`config.mk`:
```
export PLATFORM = sky130hd
export DESIGN_NAME = tl_xing_a_arbiter
export DESIGN_NICKNAME = d
export VERILOG_FILES = /design/src/rtl/tl_xing_a_arbiter.sv
export SDC_FILE = /design/constraint.sdc
export NUM_CORES = 1
export LEC_CHECK = 0
export ABC_AREA = 1
export BUFFER_PORTS_ARGS = -buffer_cell sky130_fd_sc_hd__buf_2
export CAP_MARGIN = 15
export CORE_AREA = 2 2 191 193
export DETAILED_ROUTE_END_ITERATION = 10
export DIE_AREA = 0 0 193 195
export MAX_ROUTING_LAYER = met4
export PLACE_DENSITY = 0.4
export SLEW_MARGIN = 20
export SYNTH_ARGS = -nofsm -noshare
export SYNTH_HDL_FRONTEND = slang
export SYNTH_SLANG_ARGS = --single-unit
```
`constraint.sdc`:
```
create_clock -name clock -period 6.05 [get_ports clock]
set_input_delay 0.605 -clock clock [delete_from_list [all_inputs] [get_ports clock]]
set_output_delay 0.605 -clock clock [all_outputs]
set_load 0.005 [all_outputs]
```
`src/rtl/tl_xing_a_arbiter.sv`:
```
// Merges N TileLink-UL requesters onto one A/D link: round-robin A arbitration locked over
// multi-beat Puts, requester index prepended to the source, D routed back by that index.
module tl_xing_a_arbiter #(
  parameter int  N_REQ      = 2,
  parameter int  SRC_W      = 4,
  parameter int  DATA_BYTES = 8,
  parameter int  MAX_INFL   = 4,
  localparam int IDX_W      = $clog2(N_REQ)
) (
  input  logic                            clock,
  input  logic                            reset_n,
  input  logic [N_REQ-1:0]                req_a_valid,
  output logic [N_REQ-1:0]                req_a_ready,
  input  logic [3*N_REQ-1:0]              req_a_opcode,
  input  logic [3*N_REQ-1:0]              req_a_size,
  input  logic [SRC_W*N_REQ-1:0]          req_a_source,
  input  logic [25*N_REQ-1:0]             req_a_address,
  input  logic [8*DATA_BYTES*N_REQ-1:0]   req_a_data,
  input  logic [DATA_BYTES*N_REQ-1:0]     req_a_mask,
  output logic                            xing_a_valid,
  input  logic                            xing_a_ready,
  output logic [2:0]                      xing_a_opcode,
  output logic [2:0]                      xing_a_size,
  output logic [SRC_W+IDX_W-1:0]          xing_a_source,
  output logic [24:0]                     xing_a_address,
  output logic [8*DATA_BYTES-1:0]         xing_a_data,
  output logic [DATA_BYTES-1:0]           xing_a_mask,
  input  logic                            xing_d_valid,
  output logic                            xing_d_ready,
  input  logic [2:0]                      xing_d_opcode,
  input  logic [2:0]                      xing_d_size,
  input  logic [SRC_W+IDX_W-1:0]          xing_d_source,
  input  logic [8*DATA_BYTES-1:0]         xing_d_data,
  output logic [N_REQ-1:0]                req_d_valid,
  input  logic [N_REQ-1:0]                req_d_ready,
  output logic [2:0]                      req_d_opcode,
  output logic [2:0]                      req_d_size,
  output logic [SRC_W-1:0]                req_d_source,
  output logic [8*DATA_BYTES-1:0]         req_d_data
);

  localparam int LGB = $clog2(DATA_BYTES);
  localparam int DW  = 8 * DATA_BYTES;

  typedef enum logic {S_IDLE, S_BURST} state_t;

  state_t           r_state, w_state_nxt;
  logic [IDX_W-1:0] r_ptr, r_grant;
  logic [7:0]       r_beats, r_dbeats;
  logic [3:0]       r_infl [N_REQ];

  logic [2:0]       w_op   [N_REQ];
  logic [2:0]       w_sz   [N_REQ];
  logic [SRC_W-1:0] w_src  [N_REQ];
  logic [24:0]      w_addr [N_REQ];
  logic [DW-1:0]    w_data [N_REQ];
  logic [DATA_BYTES-1:0] w_mask [N_REQ];
  logic [N_REQ-1:0] w_elig, w_inc, w_dec;

  logic [IDX_W-1:0] w_g, w_g_arb, w_j, w_ptr_nxt, w_d_idx;
  logic             w_found, w_sel_vld, w_a_fire, w_a_first, w_a_done, w_a_put;
  logic [7:0]       w_a_beats, w_d_beats;
  logic             w_d_in, w_d_fire, w_d_last;

  // Beats in a message: only data-carrying messages wider than one beat span several.
  function automatic logic [7:0] f_beats(input logic [2:0] size, input logic has_data);
    if (has_data && int'(size) > LGB) f_beats = 8'(1 << (int'(size) - LGB));
    else                              f_beats = 8'd1;
  endfunction

  for (genvar gi = 0; gi < N_REQ; gi++) begin : g_unpack
    assign w_op[gi]   = req_a_opcode[3*gi +: 3];
    assign w_sz[gi]   = req_a_size[3*gi +: 3];
    assign w_src[gi]  = req_a_source[SRC_W*gi +: SRC_W];
    assign w_addr[gi] = req_a_address[25*gi +: 25];
    assign w_data[gi] = req_a_data[DW*gi +: DW];
    assign w_mask[gi] = req_a_mask[DATA_BYTES*gi +: DATA_BYTES];
    assign w_elig[gi] = req_a_valid[gi] && (r_infl[gi] < 4'(MAX_INFL));
  end

  always_comb begin
    w_g_arb = r_ptr;
    w_found = 1'b0;
    w_j     = '0;
    for (int k = 0; k < N_REQ; k++) begin
      w_j = IDX_W'((int'(r_ptr) + k) % N_REQ);
      if (!w_found && w_elig[w_j]) begin
        w_found = 1'b1;
        w_g_arb = w_j;
      end
    end
  end

  // A burst holds the grant regardless of eligibility; valid outputs stay low in reset.
  assign w_g            = (r_state == S_BURST) ? r_grant : w_g_arb;
  assign w_sel_vld      = (r_state == S_BURST) ? req_a_valid[r_grant] : w_found;
  assign xing_a_valid   = reset_n && w_sel_vld;
  assign xing_a_opcode  = w_op[w_g];
  assign xing_a_size    = w_sz[w_g];
  assign xing_a_source  = {w_g, w_src[w_g]};
  assign xing_a_address = w_addr[w_g];
  assign xing_a_data    = w_data[w_g];
  assign xing_a_mask    = w_mask[w_g];

  always_comb begin
    req_a_ready = '0;
    if (xing_a_valid) req_a_ready[w_g] = xing_a_ready;
  end

  assign w_a_put   = (xing_a_opcode == 3'd0) || (xing_a_opcode == 3'd1);
  assign w_a_beats = f_beats(xing_a_size, w_a_put);
  assign w_a_fire  = xing_a_valid && xing_a_ready;
  assign w_a_first = w_a_fire && (r_state == S_IDLE);
  assign w_a_done  = w_a_fire && ((r_state == S_IDLE) ? (w_a_beats == 8'd1) : (r_beats == 8'd1));
  assign w_ptr_nxt = (w_g == IDX_W'(N_REQ - 1)) ? '0 : w_g + 1'b1;

  always_ff @(posedge clock or negedge reset_n) begin
    if (!reset_n) r_state <= S_IDLE;
    else          r_state <= w_state_nxt;
  end

  always_comb begin
    w_state_nxt = r_state;
    case (r_state)
      S_IDLE:  if (w_a_first && w_a_beats != 8'd1) w_state_nxt = S_BURST;
      S_BURST: if (w_a_done) w_state_nxt = S_IDLE;
      default: w_state_nxt = S_IDLE;
    endcase
  end

  always_ff @(posedge clock or negedge reset_n) begin
    if (!reset_n) begin
      r_ptr   <= '0;
      r_grant <= '0;
      r_beats <= '0;
    end else begin
      if (w_a_done) r_ptr <= w_ptr_nxt;
      if (w_a_first && w_a_beats != 8'd1) begin
        r_grant <= w_g;
        r_beats <= w_a_beats - 8'd1;
      end else if (w_a_fire && r_state == S_BURST) begin
        r_beats <= r_beats - 8'd1;
      end
    end
  end

  // D path: routed purely by the source tag, independent of A-side state.
  assign w_d_idx      = xing_d_source[SRC_W +: IDX_W];
  assign w_d_in       = int'(w_d_idx) < N_REQ;
  assign req_d_opcode = xing_d_opcode;
  assign req_d_size   = xing_d_size;
  assign req_d_source = xing_d_source[SRC_W-1:0];
  assign req_d_data   = xing_d_data;

  always_comb begin
    req_d_valid  = '0;
    xing_d_ready = 1'b1;
    if (w_d_in) begin
      req_d_valid[w_d_idx] = xing_d_valid && reset_n;
      xing_d_ready         = req_d_ready[w_d_idx];
    end
  end

  assign w_d_fire  = xing_d_valid && xing_d_ready;
  assign w_d_beats = f_beats(xing_d_size, xing_d_opcode == 3'd1);
  assign w_d_last  = w_d_fire && ((r_dbeats == 8'd0) ? (w_d_beats == 8'd1) : (r_dbeats == 8'd1));

  always_ff @(posedge clock or negedge reset_n) begin
    if (!reset_n)                        r_dbeats <= '0;
    else if (w_d_fire && r_dbeats == '0) r_dbeats <= w_d_beats - 8'd1;
    else if (w_d_fire)                   r_dbeats <= r_dbeats - 8'd1;
  end

  always_comb begin
    w_inc = '0;
    w_dec = '0;
    for (int i = 0; i < N_REQ; i++) begin
      w_inc[i] = w_a_first && (w_g == IDX_W'(i));
      w_dec[i] = w_d_last && w_d_in && (w_d_idx == IDX_W'(i));
    end
  end

  always_ff @(posedge clock or negedge reset_n) begin
    if (!reset_n) begin
      for (int i = 0; i < N_REQ; i++) r_infl[i] <= '0;
    end else begin
      for (int i = 0; i < N_REQ; i++) begin
        if (w_inc[i] && !w_dec[i] && r_infl[i] != 4'hF)      r_infl[i] <= r_infl[i] + 4'd1;
        else if (w_dec[i] && !w_inc[i] && r_infl[i] != 4'd0) r_infl[i] <= r_infl[i] - 4'd1;
      end
    end
  end

  for (genvar gi = 0; gi < N_REQ; gi++) begin : g_chk
    a_no_underflow: assert property (@(posedge clock) disable iff (!reset_n)
      !(w_dec[gi] && !w_inc[gi] && r_infl[gi] == 4'd0));
  end

endmodule

```
==> summary.txt <==
Yosys
  • Syn Area/Cell: 5.516 sq um
  • Area leader, netlist: nand2_1
  • Register area share after synthesis: 0.1560
  • Mapped cell area: around 4300 sq um
  • Most common cell in the netlist: nand2_1
  • Ys Warns: 0
  • Syn_nets: 1100
  • Number of synthesized flops with an enable pin: 0
  • Top_reg_cell synth: dfrtp_1
  • Most frequent cells after synthesis: nand2_1, buf_4, inv_1, nor2_1, nand3_1
  • Synth top area cells: nand2_1, dfrtp_1, buf_4
  • Yosys reg bits: 27
  • Yosys top cell area share: 0.3467
  • Post-synthesis cell count: ~790
  • Yosys cell types: 38
  • Async S/R FF share, synth: 1.000

Routing
  • WL/cell: 15.50 um
  • DRC Markers: 0
  • Total Routed Length: about 23 mm
  • Drt first-iter violations: 257
  • Via density: 3.705
  • Drt pass-1 iters: 5
  • Total number of vias: 5591
  • Routed Antenna Nets: 0

Power and ir drop
  • Max VDD drop: 0.0001742 V
  • Static Leak: between 3 and 4 nW
  • Final Power: 3.049 mW
  • Pwr dens: about 500 nW/um^2

Die
  • Initial Utilization: 0.1223
  • Rows: 69
  • Io pins: between 400 and 500
  • Placeable Area: 35400 sq um
  • Die Width: approximately 190 um
  • Die H: around 200 um
  • Die ar.: 37640 sq um

Worst setup path
  • Critical setup path kind: flop to primary output
  • CP Max Fanout: 66
  • CP Capture Type: primary output
  • CP Data Required Time: 5.44 ns
  • Startpoint Class: flop
  • Arr. time, crit path: 3.48 ns

Clock tree
  • Clk sinks: 27
  • # hold bufs at CTS: 0
  • Root Buffer: clkbuf_16
  • Post-CTS setup buffer count: 0
  • Worst-Skew Late Latency: about 0.27 ns
  • H-tree depth: 1
  • Post-CTS Resized: 0
  • Clk buf depth: 2
  • CTS Buf Count: 3
  • CTS clk-pin slew, worst paths: 0.07 ns
  • TritonCTS clock tree: built

STA
  • Final worst path period need: ~4 ns
  • RSZ-0062 raised after global routing: no
  • Max Slew Vio Count: 0
  • Fmax: 244.7 MHz
  • Tcrit/Tclk final: 0.6755
  • Skew final: 0.005630 ns
  • Final setup violation count: 0
  • Hold Vio Cnt, Final: 0
  • Post-Route Setup TNS: 0 ns
  • Worst rel slew slack: 0.4109
  • Tightest Pin Transition: 0.8836 ns

Place
  • Final Wtd Congestion: around 0.95
  • Post-DP HPWL: a little over 20 mm
  • Placement-stage cell area: 5992 sq um
  • PortBufs: 348

GRT
  • Vias in the first global route: 5469
  • Largest net degree at the start of global routing: 71
  • Initial antenna violation count: 11
  • Grt ovf: 0
  • First-pass GRT wire length: 33.35 mm
  • Total track usage: 0.1216

Job
  • Max_cap viols: 0

Min path
  • Worst hold path class: input pin to asynchronous set/reset pin

Layout
  • Design area: about 6000 sq um
  • Area Overhead vs Synth: 40.74%
  • Final #Nets: between 1000 and 1500
  • Layout cells sized above 1: 0.3628

Status
  • Status: finished clean
## worst max-delay path, stage by stage (launching register included)
cell and delay, ns:
dfrtp_1 0.38, inv_1 0.11, nand3_1 0.12, nand2_2 0.10, nand3_4 0.14, nand2_4 0.45
clkinv_2 0.83, buf_4 0.56, nand2_1 0.12, nand2_1 0.15, buf_2 0.18
## through the flow
step / hold slack, ns / cells / utilization / setup WS (ns)
after floorplan: 0.3094 / 785 / - / 2.863
after global placement: 0.4602 / 1496 / 0.1693 / 1.985
after CTS: 0.4173 / 1500 / 0.1715 / 1.899
final: 0.3803 / 1509 / 0.1722 / 1.963
after detailed placement: 0.4642 / 1496 / 0.1693 / 1.935
after global routing: 0.4500 / 1509 / 0.1722 / 1.691
## sequential cells by signal, summed over array words and instances, names as in the netlist
name      count
r_beats       8
r_grant       1
r_ptr         1
r_infl        8
r_state       1
r_dbeats      8
## metal layers
metal	up-vias	routed length [um]	global-route usage
li1	2852	-	-
met3	17	2118	0.03864
met1	2449	9872	0.1470
met4	0	419	0.02104
met5	-	0	-
met2	273	10980	0.1998
## final cells by class
cell class                      count  area (sq um)
Clock inverter                      1         5.005
Antenna cell                        9         22.52
Timing Repair Buffer              350          1757
Sequential cell                    27         675.6
Clock buffer                        3         75.07
Inverter                           69         260.3
Fill cell                        4228         29300
Tap cell                          461         576.8
Multi-Input combinational cell    589          2723
## where the power goes
group / internal (mW) / switching, mW
Sequential: 0.262 / 0.0789
Combinational: 0.888 / 1.66
Clock: 0.0895 / 0.0686
Total: 1.24 / 1.81
## final timing paths
path	from	endpoint	slack (ns)	depth (start not counted)
worst min register to register	r_infl[7]	r_infl[7]	0.48	2
max in group asynchronous	reset_n	r_infl[6]	5.22	1
worst max-delay path	r_infl[6]	xing_a_data[12]	1.96	10
min in group clock	r_infl[7]	r_infl[7]	0.48	2
worst max register to register	r_infl[6]	r_beats[6]	2.42	21
worst min-delay path	reset_n	r_infl[1]	0.38	1
## logic make-up (layout without fill, tap and decap cells)
group / Yosys count / count (layout) / synth area share
compound gates: 48 / 48 / 0.06241
xor+xnor: 17 / 17 / 0.03438
fa+ha+maj: 18 / 18 / 0.05548
buf+inv: 169 / 423 / 0.2153
flops: 27 / 27 / 0.1560
other cells: 0 / 9 / 0
simple gates: 506 / 506 / 0.4765
## placed cells by master (no fill, tap or decap), types with 3 or more instances in the layout
cell type  instances
nand2_2            8
buf_2            348
nor2_2             3
or2_2              3
xor2_1            10
a21oi_1           10
nand2_1          400
inv_1             68
nand3_1           31
clkbuf_16          3
nor2_1            37
o21ai_0           23
dfrtp_1           27
o21ai_1            4
diode_2            9
nand4_1            6
xnor2_1            7
ha_1              16
nor3_1             6
Note: power is estimated with default switching activity, not from simulation.
